[src/rtl/pu_tag_pkg.sv]
// Shared types and constants for the tag lookup result collector.
`ifndef PU_ID_NBITS
`define PU_ID_NBITS 2
`endif
`ifndef RCI_NBITS
`define RCI_NBITS 8
`endif

package pu_tag_pkg;

  localparam int unsigned TAG_PID_NBITS   = `PU_ID_NBITS;
  localparam int unsigned TAG_RCI_NBITS   = `RCI_NBITS;
  localparam int unsigned TAG_CNT_NBITS   = 4;
  localparam int unsigned TAG_MAX_RESULTS = 8;

  typedef struct packed {
    logic [TAG_PID_NBITS-1:0] pid;
    logic [TAG_CNT_NBITS-1:0] count;
  } tag_done_entry_t;

  // Lookup status can report more than a slot can hold; saturate at slot capacity.
  function automatic logic [TAG_CNT_NBITS-1:0] clamp_status(input logic [TAG_CNT_NBITS-1:0] st);
    return (st > TAG_CNT_NBITS'(TAG_MAX_RESULTS)) ? TAG_CNT_NBITS'(TAG_MAX_RESULTS) : st;
  endfunction

endpackage

[src/rtl/pu_tag_result_collect_if.sv]
// Bus bundle between the tag lookup stage, PU scheduler, PUs and the result collector.
interface pu_tag_result_collect_if
  import pu_tag_pkg::*;
#(
  parameter int unsigned PU_ID_NBITS   = TAG_PID_NBITS,
  parameter int unsigned RCI_NBITS     = TAG_RCI_NBITS,
  parameter int unsigned RES_IDX_NBITS = 3
);

  logic                     tag_lookup_valid;
  logic [RCI_NBITS-1:0]     tag_lookup_result;
  logic [PU_ID_NBITS-1:0]   tag_lookup_result_pid;
  logic [RES_IDX_NBITS-1:0] tag_lookup_result_num;
  logic                     tag_lookup_status_valid;
  logic [3:0]               tag_lookup_status;
  logic [PU_ID_NBITS-1:0]   tag_lookup_status_pid;

  logic                     done_valid;
  logic [PU_ID_NBITS-1:0]   done_pid;
  logic [3:0]               done_count;
  logic                     done_ready;

  logic                     pu_rd;
  logic [PU_ID_NBITS-1:0]   pu_rd_pid;
  logic [RES_IDX_NBITS-1:0] pu_rd_idx;
  logic                     pu_rd_valid;
  logic                     pu_rd_hit;
  logic [RCI_NBITS-1:0]     pu_rd_data;

  logic                     pu_release;
  logic [PU_ID_NBITS-1:0]   pu_release_pid;

  logic                     err_overflow;
  logic                     err_sticky;

  modport master (
    output tag_lookup_valid, tag_lookup_result, tag_lookup_result_pid, tag_lookup_result_num,
    output tag_lookup_status_valid, tag_lookup_status, tag_lookup_status_pid,
    input  done_valid, done_pid, done_count,
    output done_ready,
    output pu_rd, pu_rd_pid, pu_rd_idx,
    input  pu_rd_valid, pu_rd_hit, pu_rd_data,
    output pu_release, pu_release_pid,
    input  err_overflow, err_sticky
  );

  modport slave (
    input  tag_lookup_valid, tag_lookup_result, tag_lookup_result_pid, tag_lookup_result_num,
    input  tag_lookup_status_valid, tag_lookup_status, tag_lookup_status_pid,
    output done_valid, done_pid, done_count,
    input  done_ready,
    input  pu_rd, pu_rd_pid, pu_rd_idx,
    output pu_rd_valid, pu_rd_hit, pu_rd_data,
    input  pu_release, pu_release_pid,
    output err_overflow, err_sticky
  );

endinterface

[src/rtl/sfifo2f_fo.sv]
// Synchronous first-word-fall-through FIFO; dout is the head entry whenever !empty.
module sfifo2f_fo #(
  parameter int unsigned WIDTH       = 8,
  parameter int unsigned DEPTH_NBITS = 2
) (
  input  logic             clk,
  input  logic             rst,
  input  logic             push,
  input  logic [WIDTH-1:0] din,
  input  logic             pop,
  output logic [WIDTH-1:0] dout,
  output logic             empty
);

  localparam int unsigned DEPTH = 1 << DEPTH_NBITS;

  logic [DEPTH_NBITS-1:0] wr_ptr_q, wr_ptr_d;
  logic [DEPTH_NBITS-1:0] rd_ptr_q, rd_ptr_d;
  logic [DEPTH_NBITS:0]   count_q, count_d;
  logic [WIDTH-1:0]       mem [DEPTH];
  logic                   full;
  logic                   do_push;
  logic                   do_pop;

  assign empty = (count_q == '0);
  assign full  = (count_q == (DEPTH_NBITS+1)'(DEPTH));
  assign dout  = mem[rd_ptr_q];

  // A push into a full queue is still legal when the head leaves in the same cycle.
  always_comb begin
    do_pop   = pop & ~empty;
    do_push  = push & (~full | do_pop);
    wr_ptr_d = wr_ptr_q;
    rd_ptr_d = rd_ptr_q;
    count_d  = count_q;
    if (do_push) wr_ptr_d = wr_ptr_q + 1'b1;
    if (do_pop)  rd_ptr_d = rd_ptr_q + 1'b1;
    if (do_push && !do_pop) count_d = count_q + 1'b1;
    else if (!do_push && do_pop) count_d = count_q - 1'b1;
  end

  always_ff @(posedge clk) begin
    if (rst) begin
      wr_ptr_q <= '0;
      rd_ptr_q <= '0;
      count_q  <= '0;
    end else begin
      wr_ptr_q <= wr_ptr_d;
      rd_ptr_q <= rd_ptr_d;
      count_q  <= count_d;
    end
  end

  always_ff @(posedge clk) begin
    if (do_push) mem[wr_ptr_q] <= din;
  end

  a_no_overflow: assert property (@(posedge clk) disable iff (rst) !(push && full && !pop));

endmodule

[src/rtl/pu_tag_result_collect.sv]
// Collects per-PU tag lookup payloads and status, announces completions and serves result reads.
module pu_tag_result_collect
  import pu_tag_pkg::*;
#(
  parameter int unsigned PU_ID_NBITS           = TAG_PID_NBITS,
  parameter int unsigned RCI_NBITS             = TAG_RCI_NBITS,
  parameter int unsigned RES_IDX_NBITS         = 3,
  parameter int unsigned DONE_FIFO_DEPTH_NBITS = PU_ID_NBITS
) (
  input logic                    clk,
  input logic                    rst,
  pu_tag_result_collect_if.slave bus
);

  localparam int unsigned NUM_PU    = 1 << PU_ID_NBITS;
  localparam int unsigned RAM_AW    = PU_ID_NBITS + RES_IDX_NBITS;
  localparam int unsigned RAM_DEPTH = 1 << RAM_AW;
  localparam int unsigned ENTRY_W   = PU_ID_NBITS + 4;

  localparam logic SLOT_IDLE = 1'b0;
  localparam logic SLOT_DONE = 1'b1;

  logic [NUM_PU-1:0]         done_q, done_d;
  logic [NUM_PU-1:0][3:0]    cnt_q, cnt_d;
  logic [RCI_NBITS-1:0]      result_ram [RAM_DEPTH];

  logic                      err_overflow_q, err_overflow_d;
  logic                      err_sticky_q, err_sticky_d;
  logic                      pu_rd_valid_q, pu_rd_valid_d;
  logic                      pu_rd_hit_q, pu_rd_hit_d;
  logic [RCI_NBITS-1:0]      pu_rd_data_q, pu_rd_data_d;

  logic                      pay_busy;
  logic                      stat_busy;
  logic                      ram_we;
  logic [RAM_AW-1:0]         ram_waddr;
  logic [RAM_AW-1:0]         ram_raddr;
  logic                      fifo_push;
  logic                      fifo_empty;
  logic [ENTRY_W-1:0]        fifo_dout;
  tag_done_entry_t           push_entry;
  tag_done_entry_t           head_entry;

  // A release in the same cycle frees the slot before payload/status are judged.
  assign pay_busy  = (done_q[bus.tag_lookup_result_pid] == SLOT_DONE) &&
                     !(bus.pu_release && (bus.pu_release_pid == bus.tag_lookup_result_pid));
  assign stat_busy = (done_q[bus.tag_lookup_status_pid] == SLOT_DONE) &&
                     !(bus.pu_release && (bus.pu_release_pid == bus.tag_lookup_status_pid));
  assign ram_waddr = {bus.tag_lookup_result_pid, bus.tag_lookup_result_num};
  assign ram_raddr = {bus.pu_rd_pid, bus.pu_rd_idx};

  always_comb begin
    done_d         = done_q;
    cnt_d          = cnt_q;
    ram_we         = 1'b0;
    fifo_push      = 1'b0;
    err_overflow_d = 1'b0;
    push_entry.pid   = TAG_PID_NBITS'(bus.tag_lookup_status_pid);
    push_entry.count = clamp_status(bus.tag_lookup_status);

    if (bus.pu_release) done_d[bus.pu_release_pid] = SLOT_IDLE;

    if (bus.tag_lookup_valid) begin
      if (pay_busy) err_overflow_d = 1'b1;
      else          ram_we         = 1'b1;
    end

    if (bus.tag_lookup_status_valid) begin
      if (stat_busy) begin
        err_overflow_d = 1'b1;
      end else begin
        done_d[bus.tag_lookup_status_pid] = SLOT_DONE;
        cnt_d[bus.tag_lookup_status_pid]  = push_entry.count;
        fifo_push                         = 1'b1;
      end
    end

    err_sticky_d = err_sticky_q | err_overflow_d;
  end

  // Reads observe the slot state as it was at the start of the cycle.
  always_comb begin
    pu_rd_valid_d = bus.pu_rd;
    pu_rd_hit_d   = bus.pu_rd && (done_q[bus.pu_rd_pid] == SLOT_DONE) &&
                    (4'(bus.pu_rd_idx) < cnt_q[bus.pu_rd_pid]);
    pu_rd_data_d  = pu_rd_hit_d ? result_ram[ram_raddr] : '0;
  end

  always_ff @(posedge clk) begin
    if (rst) begin
      done_q         <= '0;
      cnt_q          <= '0;
      err_overflow_q <= 1'b0;
      err_sticky_q   <= 1'b0;
      pu_rd_valid_q  <= 1'b0;
      pu_rd_hit_q    <= 1'b0;
      pu_rd_data_q   <= '0;
    end else begin
      done_q         <= done_d;
      cnt_q          <= cnt_d;
      err_overflow_q <= err_overflow_d;
      err_sticky_q   <= err_sticky_d;
      pu_rd_valid_q  <= pu_rd_valid_d;
      pu_rd_hit_q    <= pu_rd_hit_d;
      pu_rd_data_q   <= pu_rd_data_d;
    end
  end

  always_ff @(posedge clk) begin
    if (ram_we) result_ram[ram_waddr] <= bus.tag_lookup_result;
  end

  sfifo2f_fo #(
    .WIDTH       (ENTRY_W),
    .DEPTH_NBITS (DONE_FIFO_DEPTH_NBITS)
  ) u_done_fifo (
    .clk   (clk),
    .rst   (rst),
    .push  (fifo_push),
    .din   (ENTRY_W'(push_entry)),
    .pop   (bus.done_ready),
    .dout  (fifo_dout),
    .empty (fifo_empty)
  );

  assign head_entry       = tag_done_entry_t'(fifo_dout);
  assign bus.done_valid   = ~fifo_empty;
  assign bus.done_pid     = PU_ID_NBITS'(head_entry.pid);
  assign bus.done_count   = head_entry.count;
  assign bus.pu_rd_valid  = pu_rd_valid_q;
  assign bus.pu_rd_hit    = pu_rd_hit_q;
  assign bus.pu_rd_data   = pu_rd_data_q;
  assign bus.err_overflow = err_overflow_q;
  assign bus.err_sticky   = err_sticky_q;

endmodule

[src/flat_wrapper.sv]
// flat-port wrapper written by rule: the top's interface ports become plain ports
module pu_tag_result_collect_flat import pu_tag_pkg::*;
#(
  parameter int unsigned PU_ID_NBITS           = TAG_PID_NBITS,
  parameter int unsigned RCI_NBITS             = TAG_RCI_NBITS,
  parameter int unsigned RES_IDX_NBITS         = 3,
  parameter int unsigned DONE_FIFO_DEPTH_NBITS = PU_ID_NBITS
)
  (clk, rst, bus_tag_lookup_valid, bus_tag_lookup_result, bus_tag_lookup_result_pid, bus_tag_lookup_result_num, bus_tag_lookup_status_valid, bus_tag_lookup_status, bus_tag_lookup_status_pid, bus_done_valid, bus_done_pid, bus_done_count, bus_done_ready, bus_pu_rd, bus_pu_rd_pid, bus_pu_rd_idx, bus_pu_rd_valid, bus_pu_rd_hit, bus_pu_rd_data, bus_pu_release, bus_pu_release_pid, bus_err_overflow, bus_err_sticky);
  pu_tag_result_collect_if #(.PU_ID_NBITS(PU_ID_NBITS), .RCI_NBITS(RCI_NBITS), .RES_IDX_NBITS(RES_IDX_NBITS)) bus_i ();
  input logic clk;
  input logic rst;
  input wire logic [$bits(bus_i.tag_lookup_valid)-1:0] bus_tag_lookup_valid;
  input wire logic [$bits(bus_i.tag_lookup_result)-1:0] bus_tag_lookup_result;
  input wire logic [$bits(bus_i.tag_lookup_result_pid)-1:0] bus_tag_lookup_result_pid;
  input wire logic [$bits(bus_i.tag_lookup_result_num)-1:0] bus_tag_lookup_result_num;
  input wire logic [$bits(bus_i.tag_lookup_status_valid)-1:0] bus_tag_lookup_status_valid;
  input wire logic [$bits(bus_i.tag_lookup_status)-1:0] bus_tag_lookup_status;
  input wire logic [$bits(bus_i.tag_lookup_status_pid)-1:0] bus_tag_lookup_status_pid;
  output wire logic [$bits(bus_i.done_valid)-1:0] bus_done_valid;
  output wire logic [$bits(bus_i.done_pid)-1:0] bus_done_pid;
  output wire logic [$bits(bus_i.done_count)-1:0] bus_done_count;
  input wire logic [$bits(bus_i.done_ready)-1:0] bus_done_ready;
  input wire logic [$bits(bus_i.pu_rd)-1:0] bus_pu_rd;
  input wire logic [$bits(bus_i.pu_rd_pid)-1:0] bus_pu_rd_pid;
  input wire logic [$bits(bus_i.pu_rd_idx)-1:0] bus_pu_rd_idx;
  output wire logic [$bits(bus_i.pu_rd_valid)-1:0] bus_pu_rd_valid;
  output wire logic [$bits(bus_i.pu_rd_hit)-1:0] bus_pu_rd_hit;
  output wire logic [$bits(bus_i.pu_rd_data)-1:0] bus_pu_rd_data;
  input wire logic [$bits(bus_i.pu_release)-1:0] bus_pu_release;
  input wire logic [$bits(bus_i.pu_release_pid)-1:0] bus_pu_release_pid;
  output wire logic [$bits(bus_i.err_overflow)-1:0] bus_err_overflow;
  output wire logic [$bits(bus_i.err_sticky)-1:0] bus_err_sticky;
  assign bus_i.tag_lookup_valid = bus_tag_lookup_valid;
  assign bus_i.tag_lookup_result = bus_tag_lookup_result;
  assign bus_i.tag_lookup_result_pid = bus_tag_lookup_result_pid;
  assign bus_i.tag_lookup_result_num = bus_tag_lookup_result_num;
  assign bus_i.tag_lookup_status_valid = bus_tag_lookup_status_valid;
  assign bus_i.tag_lookup_status = bus_tag_lookup_status;
  assign bus_i.tag_lookup_status_pid = bus_tag_lookup_status_pid;
  assign bus_done_valid = bus_i.done_valid;
  assign bus_done_pid = bus_i.done_pid;
  assign bus_done_count = bus_i.done_count;
  assign bus_i.done_ready = bus_done_ready;
  assign bus_i.pu_rd = bus_pu_rd;
  assign bus_i.pu_rd_pid = bus_pu_rd_pid;
  assign bus_i.pu_rd_idx = bus_pu_rd_idx;
  assign bus_pu_rd_valid = bus_i.pu_rd_valid;
  assign bus_pu_rd_hit = bus_i.pu_rd_hit;
  assign bus_pu_rd_data = bus_i.pu_rd_data;
  assign bus_i.pu_release = bus_pu_release;
  assign bus_i.pu_release_pid = bus_pu_release_pid;
  assign bus_err_overflow = bus_i.err_overflow;
  assign bus_err_sticky = bus_i.err_sticky;
  pu_tag_result_collect #(.PU_ID_NBITS(PU_ID_NBITS), .RCI_NBITS(RCI_NBITS), .RES_IDX_NBITS(RES_IDX_NBITS), .DONE_FIFO_DEPTH_NBITS(DONE_FIFO_DEPTH_NBITS)) u_core (.clk(clk), .rst(rst), .bus(bus_i));
endmodule
[config.mk]
export PLATFORM = sky130hd
export DESIGN_NAME = pu_tag_result_collect_flat
export DESIGN_NICKNAME = d
export VERILOG_FILES = /design/src/rtl/pu_tag_pkg.sv /design/src/rtl/pu_tag_result_collect_if.sv /design/src/rtl/sfifo2f_fo.sv /design/src/rtl/pu_tag_result_collect.sv /design/src/flat_wrapper.sv
export SDC_FILE = /design/constraint.sdc
export NUM_CORES = 1
export LEC_CHECK = 0
export BUFFER_PORTS_ARGS = -buffer_cell sky130_fd_sc_hd__buf_4
export CAP_MARGIN = 20
export CORE_UTILIZATION = 48
export CTS_CLUSTER_SIZE = 14
export DETAILED_ROUTE_END_ITERATION = 8
export PLACE_DENSITY = 0.62
export SYNTH_ARGS = -nofsm -noshare
export SYNTH_HDL_FRONTEND = slang
export SYNTH_SLANG_ARGS = --single-unit
[constraint.sdc]
create_clock -name clk -period 3.13 [get_ports clk]
set_input_delay 0.4695 -clock clk [delete_from_list [all_inputs] [get_ports clk]]
set_output_delay 0.4695 -clock clk [all_outputs]
set_load 0.01 [all_outputs]
==> run metrics, run 1 <==
outcome=finished clean; critical path type=register to register; r2r endpoint=u_core.u_done_fifo.count_q[2]$_SDFFE_PP0P_; CP required=3.56 ns; sequential area share after synthesis=0.724; min-delay worst type=input port to register; placer congestion estimate=0.804; most frequent cell on the critical path=sky130_fd_sc_hd__inv_1; # IOs=52; Iteration-0 DRC Markers=584; clock buffers created by TritonCTS=34; Yosys warnings=0; Max Transition Viols Final=0; clock-pin slew on the worst setup and hold paths=0.06 ns; hold wc startpoint=bus_tag_lookup_status[3]; final design utilization=0.566; count of different cell masters after synthesis=48; synthesized netlist net count=758; launch instance of the worst register-to-register path=u_core.done_q[3]$_SDFF_PP0_; port buffer count=51; residual DRC count=0; internal power of the cells=7.25 mW; Psw=2.06 mW; FF-to-FF path depth=10; max-capacitance violation count=0; Worst setup EP type=register; cells after synthesis=717; mean cell area of the mapped netlist=17.8 um2; power per cell area=631 nW/um2; ys flop type=sky130_fd_sc_hd__edfxtp_1; Fin Clk Skew=0.0162 ns; share of power burned in registers=0.518; post-synthesis async set-or-reset flop share=0; clk sink count=321; type of origin of the critical path=register; Clk Latency, worst-skew pair=0.51 ns; largest incremental delay on the critical path=0.51 ns; relative max-transition margin=0.357; FF-to-FF setup slack=0.51 ns; fraction of final layout cells sized beyond drive strength 1=0.243; number of synthesized flops with an enable pin=280; Antenna Nets Post-Route=0; sum of routed wire length over all layers=28,200 um; Area contributors post-synth=sky130_fd_sc_hd__edfxtp_1, sky130_fd_sc_hd__mux4_2, sky130_fd_sc_hd__dfxtp_1, sky130_fd_sc_hd__mux2i_1, sky130_fd_sc_hd__nor2_1; hold worst-path end=u_core.u_done_fifo.mem[1][3]$_DFFE_PP_; row cnt=59; Crit path buffers/inverters=2; critical path launch point=u_core.done_q[3]$_SDFF_PP0_; endpoint arrival time on the critical path=3.04 ns; Global Route Usage Sum=0.217; Hold Path Stages=1; share of Yosys cell area claimed by the top area cell type=0.659; clock tree root buffer cell=sky130_fd_sc_hd__clkbuf_16; share of the clock period used by the worst path=0.836; final setup TNS=0 ns; area of the core=26,100 um2; Max Root-Sink Buffers=3; number of cells upsized or downsized after cts=0; setup bufs post-CTS=0; Final setup viols=0; post-DR wirelength/cell=24.1 um; HPWL after detailed placement=18,500 um; cell area after technology mapping=12,800 um2; post-detailed-route via-to-cell ratio=5.80; x dimension of the die=165 um; fin area=14,700 um2; Area growth, synth to finish=15.6%; Starting Density=0.489; switching power share of the total=0.221; antenna violations before repair=0; register bit count reported by yosys=321; clock tree from TritonCTS=yes; Die ar.=27,200 um2; via count of the first global-routing pass=6,830; Post-layout nets=853; wire length of the first global-routing pass=42,600 um; slowest library cell on the worst path=sky130_fd_sc_hd__mux4_2; post-place instance area=13,700 um2; Min Clock Period, post-route=2.62 ns; Antenna diodes=0; part of the power in the clock network=0.395; GRT overflow=0; Max Fanout on Critical Path=6; library cell with the largest summed area after synthesis=sky130_fd_sc_hd__edfxtp_1; TritonRoute pass-1 iters=6; CTS Hold Bufs=0; number of H-tree branching levels=2; pin count of the biggest net entering global routing=33; critical path cell sequence=mux4_2 > o31ai_4 > nand3_1 > inv_1 > ha_1 > inv_1 > fa_1 > xor2_1 > or3_1 > a21oi_1; power after layout=9.31 mW; Die Height=165 um; leakage component of the power=5.16 nW; unrepaired setup endpoints after global routing=false; Worst Tran Pin Value=0.964 ns; Hold Vio Cnt, Final=0; number of vias after detailed routing=6,803; VDD IR max=0.416 mV; proportion of power drawn by combinational gates=0.087; maximum clock frequency=0.382 GHz; cell type group with the largest total delay on the critical path=adder cells
[synthesized netlist by cell type (2+ instances only)]
cell and count:
sky130_fd_sc_hd__o21ai_0 7, sky130_fd_sc_hd__o31ai_1 2, sky130_fd_sc_hd__a311oi_1 2, sky130_fd_sc_hd__nor3_1 2
sky130_fd_sc_hd__o31a_1 2, sky130_fd_sc_hd__or2_2 2, sky130_fd_sc_hd__nand2_1 16, sky130_fd_sc_hd__xor2_1 8
sky130_fd_sc_hd__a221oi_1 26, sky130_fd_sc_hd__buf_4 6, sky130_fd_sc_hd__a22oi_1 6, sky130_fd_sc_hd__buf_2 6
sky130_fd_sc_hd__mux4_2 52, sky130_fd_sc_hd__nand4b_1 2, sky130_fd_sc_hd__and2_1 5, sky130_fd_sc_hd__o41ai_1 2
sky130_fd_sc_hd__ha_1 7, sky130_fd_sc_hd__o211ai_1 5, sky130_fd_sc_hd__buf_6 5, sky130_fd_sc_hd__nand3_1 4
sky130_fd_sc_hd__nand4_1 3, sky130_fd_sc_hd__buf_1 5, sky130_fd_sc_hd__clkbuf_1 19, sky130_fd_sc_hd__edfxtp_1 280
sky130_fd_sc_hd__or3_1 2, sky130_fd_sc_hd__mux2i_1 73, sky130_fd_sc_hd__nor2_1 69, sky130_fd_sc_hd__a211o_1 2
sky130_fd_sc_hd__nand2b_1 9, sky130_fd_sc_hd__dfxtp_1 41, sky130_fd_sc_hd__a21oi_1 12, sky130_fd_sc_hd__inv_1 13
sky130_fd_sc_hd__nor2b_1 7
[cells in the final DEF (no fill, tap or decap), drive strengths merged, types with 2 or more instances in the layout]
cell    netlist  layout
edfxtp      280     280
buf          22     100
mux2i        73      73
nor2         69      69
mux4         52      52
clkbuf       19      50
dfxtp        41      41
a221oi       26      26
nand2        16      16
inv          13      14
a21oi        12      12
nand2b        9       9
clkinv        0       9
xor2          8       8
nor2b         7       7
o21ai         7       7
ha            7       7
a22oi         6       6
and2          6       6
o211ai        5       5
nand3         4       4
nand4         3       3
o31ai         3       3
or3           2       2
o31a          2       2
or2           2       2
nand4b        2       2
nor3          2       2
a211o         2       2
o41ai         2       2
a311oi        2       2
nor4b         2       2
[layout make-up]
cell class                 instances  area (um2)
fill                            2006       11300
sequential                       321        9230
tap                              335         419
timing repair buffer             100         776
clock inverter                    11        57.6
multi-input combinational        342        3260
clock buffer                      50         962
inverter                          13        48.8
[power by group through the flow]
stage	Sequential (mW)	Combinational (mW)	Clock, mW
after floorplan	4.88	0.514	0
after global placement	4.90	0.791	0
after detailed placement	4.91	0.819	0
after CTS	4.82	0.823	3.75
after global routing	4.83	0.888	3.89
final	4.82	0.813	3.67
[stage by stage]
step / cells / setup WS (ns) / hold slack [ns]
after floorplan: 717 / 0.341 / 0.453
after global placement: 1111 / 0.270 / 0.437
after detailed placement: 1111 / 0.182 / 0.453
after CTS: 1172 / 0.497 / 0.235
after global routing: 1172 / 0.340 / 0.250
final: 1172 / 0.512 / 0.249
[sequential cells by signal, indices dropped and copies added, names as in the netlist, 2 cells and up, named ones only]
| signal | count |
|---|---|
| u_core.u_done_fifo.rd_ptr_q | 2 |
| u_core.u_done_fifo.count_q | 3 |
| u_core.u_done_fifo.mem | 24 |
| u_core.u_done_fifo.wr_ptr_q | 2 |
| u_core.result_ram | 256 |
| u_core.bus.pu_rd_data | 8 |
| u_core.done_q | 4 |
| u_core.cnt_q | 16 |
[routing by layer]
metal,vias up,wire [um],global-route usage,part of all wire
li1,3038,-,-,-
met1,3500,12300,0.308,0.43
met2,224,13300,0.341,0.47
met3,41,1880,0.0392,0.067
met4,0,700,0.0705,0.025
met5,-,0,0,0
[logic make-up after synthesis]
group	synth area share
buffers and inverters	0.0212
xor gates and xnor gates	0.00618
muxes	0.149
DFF	0.724
and+or+nand+nor	0.0479
AOI/OAI and AO/OA	0.0437
adders and majority gates	0.00844
[worst max path at each step]
stage / end / slack [ns] / cells after the start
finish: u_core.u_done_fifo.count_q[2]$_SDFFE_PP0P_ / 0.51 / 10
global route: u_core.u_done_fifo.count_q[2]$_SDFFE_PP0P_ / 0.34 / 10
CTS: u_core.u_done_fifo.count_q[2]$_SDFFE_PP0P_ / 0.50 / 10
detailed placement: u_core.u_done_fifo.count_q[2]$_SDFFE_PP0P_ / 0.18 / 11
global placement: u_core.u_done_fifo.count_q[2]$_SDFFE_PP0P_ / 0.27 / 11
floorplan: u_core.u_done_fifo.count_q[2]$_SDFFE_PP0P_ / 0.34 / 11
Note: power is estimated with default switching activity, not from simulation.
==> run 2, diff against run 1 <==
--- a/config.mk
+++ b/config.mk
@@ -5,12 +5,13 @@
 export SDC_FILE = /design/constraint.sdc
 export NUM_CORES = 1
 export LEC_CHECK = 0
+export ABC_AREA = 1
 export BUFFER_PORTS_ARGS = -buffer_cell sky130_fd_sc_hd__buf_4
 export CAP_MARGIN = 20
 export CORE_UTILIZATION = 48
 export CTS_CLUSTER_SIZE = 14
 export DETAILED_ROUTE_END_ITERATION = 8
-export PLACE_DENSITY = 0.62
+export PLACE_DENSITY = 0.61
 export SYNTH_ARGS = -nofsm -noshare
 export SYNTH_HDL_FRONTEND = slang
 export SYNTH_SLANG_ARGS = --single-unit
==> constraint.sdc (replaced) <==
create_clock -name clk -period 2.7 [get_ports clk]
set_input_delay 0.405 -clock clk [delete_from_list [all_inputs] [get_ports clk]]
set_output_delay 0.405 -clock clk [all_outputs]
set_load 0.01 [all_outputs]
==> run metrics, run 2 <==
outcome=finished clean; slowest library cell on the worst path=sky130_fd_sc_hd__fa_1; GRT overflow=0 (unchanged); unrepaired setup endpoints after global routing=false; clk sink count=321 (unchanged); post-DR wirelength/cell=17.7 um (-27%); critical path cell sequence=nor2_1 > nand2_1 > nand2_1 > nand3_1 > nand3_4 > inv_1 > ha_1 > inv_1 > fa_1 > nor2_1 > nor2_1 > nand2_1 > o21ai_0 > a21oi_1; Max Root-Sink Buffers=3 (unchanged); Crit path buffers/inverters=2 (unchanged); pin count of the biggest net entering global routing=130 (+290%); Fin Clk Skew=0.0193 ns (+0.00301 ns); via count of the first global-routing pass=9,075 (+33%); Worst Tran Pin Value=0.706 ns (-0.258 ns); Max Transition Viols Final=0 (unchanged); Starting Density=0.493 (+0.00390); number of synthesized flops with an enable pin=280 (unchanged); Max Fanout on Critical Path=9 (+3); most common cell after layout, fill and taps aside=sky130_fd_sc_hd__nand2_1; clock-pin slew on the worst setup and hold paths=0.06 ns (about the same); register bit count reported by yosys=321 (unchanged); CTS Hold Bufs=0 (unchanged); register ranked first by flip-flop count=u_core.result_ram; library cell with the largest summed area after synthesis=sky130_fd_sc_hd__edfxtp_1; Antenna Nets Post-Route=0 (unchanged); port buffer count=51 (unchanged); Yosys warnings=0 (unchanged); area of the core=28,100 um2 (+7.8%); post-synthesis async set-or-reset flop share=0 (unchanged); power after layout=11.4 mW (+23%); share of Yosys cell area claimed by the top area cell type=0.607 (-0.0524); min-delay worst type=input port to register; fraction of final layout cells sized beyond drive strength 1=0.113 (-0.129); row cnt=61 (+3.4%); HPWL after detailed placement=19,800 um (+6.9%); Final setup viols=0 (unchanged); sum of routed wire length over all layers=32,900 um (+17%); largest incremental delay on the critical path=0.44 ns (-0.07 ns); setup bufs post-CTS=0 (unchanged); top cell types by occurrence after synthesis=sky130_fd_sc_hd__nand2_1, sky130_fd_sc_hd__edfxtp_1, sky130_fd_sc_hd__nand3_1; clock buffers created by TritonCTS=35 (+2.9%); wire length of the first global-routing pass=50,700 um (+19%); residual DRC count=0 (unchanged); highest-count cells in the layout ignoring fill and taps=sky130_fd_sc_hd__nand2_1, sky130_fd_sc_hd__edfxtp_1, sky130_fd_sc_hd__nand3_1, sky130_fd_sc_hd__inv_1, sky130_fd_sc_hd__nor2_1; relative max-transition margin=0.528 (+0.171); number of flip-flops in the largest register=256 (unchanged); number of cells upsized or downsized after cts=0 (unchanged); CP required=3.14 ns (-0.42 ns); worst slack at placement=0.254 ns (+0.0718 ns); worst setup margin=0.538 ns (+0.0260 ns); type of origin of the critical path=register; Area growth, synth to finish=15.1%; sequential area share after synthesis=0.666 (-0.0576); count of different cell masters after synthesis=30 (-38%); cell type group with the largest total delay on the critical path=simple AND/OR/NAND/NOR gates; placer congestion estimate=0.814 (+1.2%); FF-to-FF setup slack=0.54 ns (+0.03 ns); cell area after technology mapping=13,900 um2 (+8.6%); post-detailed-route via-to-cell ratio=5.12 (-12%); Die Height=172 um (+4.2%); TritonRoute pass-1 iters=5 (-1); Die ar.=29,600 um2 (+8.5%); antenna violations before repair=0 (unchanged); x dimension of the die=172 um (+4.2%); endpoint arrival time on the critical path=2.60 ns (-0.44 ns); max-capacitance violation count=0 (unchanged); Global Route Usage Sum=0.231 (+0.0137); top flop regs=u_core.result_ram: 256 flops, u_core.u_done_fifo.mem: 24 flops, u_core.cnt_q: 16 flops; critical path type=register to register; Post-layout nets=1,499 (+76%); final setup TNS=0 ns (unchanged); mean cell area of the mapped netlist=9.95 um2 (-44%); power per cell area=718 nW/um2 (+14%); number of vias after detailed routing=9,540 (+40%); leakage component of the power=6.69 nW (+30%); clock tree root buffer cell=sky130_fd_sc_hd__clkbuf_16; Worst setup EP type=register; Clk Latency, worst-skew pair=0.52 ns (about the same); cell with the most instances after synthesis=sky130_fd_sc_hd__nand2_1; cells after synthesis=1,392 (+94%); final design utilization=0.568 (+0.00208); post-route insts no fill=1,862 (+59%); synthesized netlist net count=1,433 (+89%); # IOs=52 (unchanged); Hold Vio Cnt, Final=0 (unchanged); VDD IR max=0.594 mV (+43%); maximum clock frequency=0.462 GHz (+21%); Area contributors post-synth=sky130_fd_sc_hd__edfxtp_1, sky130_fd_sc_hd__nand2_1, sky130_fd_sc_hd__nand3_1, sky130_fd_sc_hd__dfxtp_1, sky130_fd_sc_hd__inv_1; Min Clock Period, post-route=2.16 ns (-0.456 ns); Antenna diodes=0 (unchanged); placed insts=1,799 (+62%); share of the clock period used by the worst path=0.801 (-0.0357); clock tree from TritonCTS=yes; ys flop type=sky130_fd_sc_hd__edfxtp_1; Iteration-0 DRC Markers=901 (+54%); number of H-tree branching levels=2 (unchanged)
==> run 2: cell types whose count changed after synthesis, moves of 26 or more <==
cell                       before  now
sky130_fd_sc_hd__nor2_1        69  100
sky130_fd_sc_hd__mux4_2        52    0
sky130_fd_sc_hd__mux2i_1       73    0
sky130_fd_sc_hd__buf_2          6   39
sky130_fd_sc_hd__nand3_1        4  173
sky130_fd_sc_hd__nand2_1       16  462
sky130_fd_sc_hd__inv_1         13  162
sky130_fd_sc_hd__a221oi_1      26    0
==> run 2: worst paths after layout <==
kind | from | endpoint | depth (start not counted)
setup / recovery | u_core.u_done_fifo.count_q[0]$_SDFFE_PP0P_ | u_core.u_done_fifo.count_q[2]$_SDFFE_PP0P_ | 14
hold / removal | bus_pu_rd | u_core.bus.pu_rd_valid$_SDFF_PP0_ | 3
setup reg to reg | u_core.u_done_fifo.count_q[0]$_SDFFE_PP0P_ | u_core.u_done_fifo.count_q[2]$_SDFFE_PP0P_ | 14
hold reg to reg | u_core.cnt_q[7]$_SDFFE_PP0P_ | u_core.cnt_q[7]$_SDFFE_PP0P_ | 2
==> run 2: cell families (layout without fill, tap and decap cells) <==
kind of cell    count (synthesis)  after routing  synth area share
buf+inv                       234            326            0.0674
flops                         321            321             0.666
xor+xnor                        4              4           0.00253
fa+ha+maj                       8              8           0.00777
compound gates                 71             71            0.0283
simple gates                  754            754             0.228
==> run 2: power by group <==
part | total, mW | internal, mW | switching [mW]
clock | 4.78 | 2.89 | 1.88
combinational | 1.10 | 0.360 | 0.741
sequential | 5.57 | 5.52 | 0.0529
total | 11.4 | 8.77 | 2.68
==> run 2: cell type report <==
| cell class | instances | area (um2) |
|---|---|---|
| fill | 2474 | 12100 |
| sequential | 321 | 9230 |
| multi-input combinational | 837 | 3690 |
| clock buffer | 45 | 955 |
| timing repair buffer | 96 | 771 |
| inverter | 167 | 628 |
| tap | 378 | 473 |
| clock inverter | 18 | 205 |
==> run 2: per-stage QoR <==
stage	hold slack (ns)	cell area [um2]
floorplan	0.436	13900
global placement	0.449	14800
detailed placement	0.455	14800
CTS	0.120	16000
global route	0.132	16000
finish	0.122	16000
==> run 2: worst reg2reg max path: stages, from the launching register on <==
cell	delay, ns
sky130_fd_sc_hd__dfxtp_1	0.38
sky130_fd_sc_hd__nor2_1	0.08
sky130_fd_sc_hd__nand2_1	0.08
sky130_fd_sc_hd__nand2_1	0.08
sky130_fd_sc_hd__nand3_1	0.12
sky130_fd_sc_hd__nand3_4	0.15
sky130_fd_sc_hd__inv_1	0.09
sky130_fd_sc_hd__ha_1	0.14
sky130_fd_sc_hd__inv_1	0.07
sky130_fd_sc_hd__fa_1	0.44
sky130_fd_sc_hd__nor2_1	0.13
sky130_fd_sc_hd__nor2_1	0.05
sky130_fd_sc_hd__nand2_1	0.08
sky130_fd_sc_hd__o21ai_0	0.08
sky130_fd_sc_hd__a21oi_1	0.12
==> run 2: per-layer routing <==
metal | routed length [um] | vias to the layer above | track usage
met2 | 15400 | 290 | 0.365
met3 | 2200 | 46 | 0.0355
met5 | 0 | - | 0
met4 | 674 | 0 | 0.0635
li1 | - | 4690 | -
met1 | 14600 | 4514 | 0.332
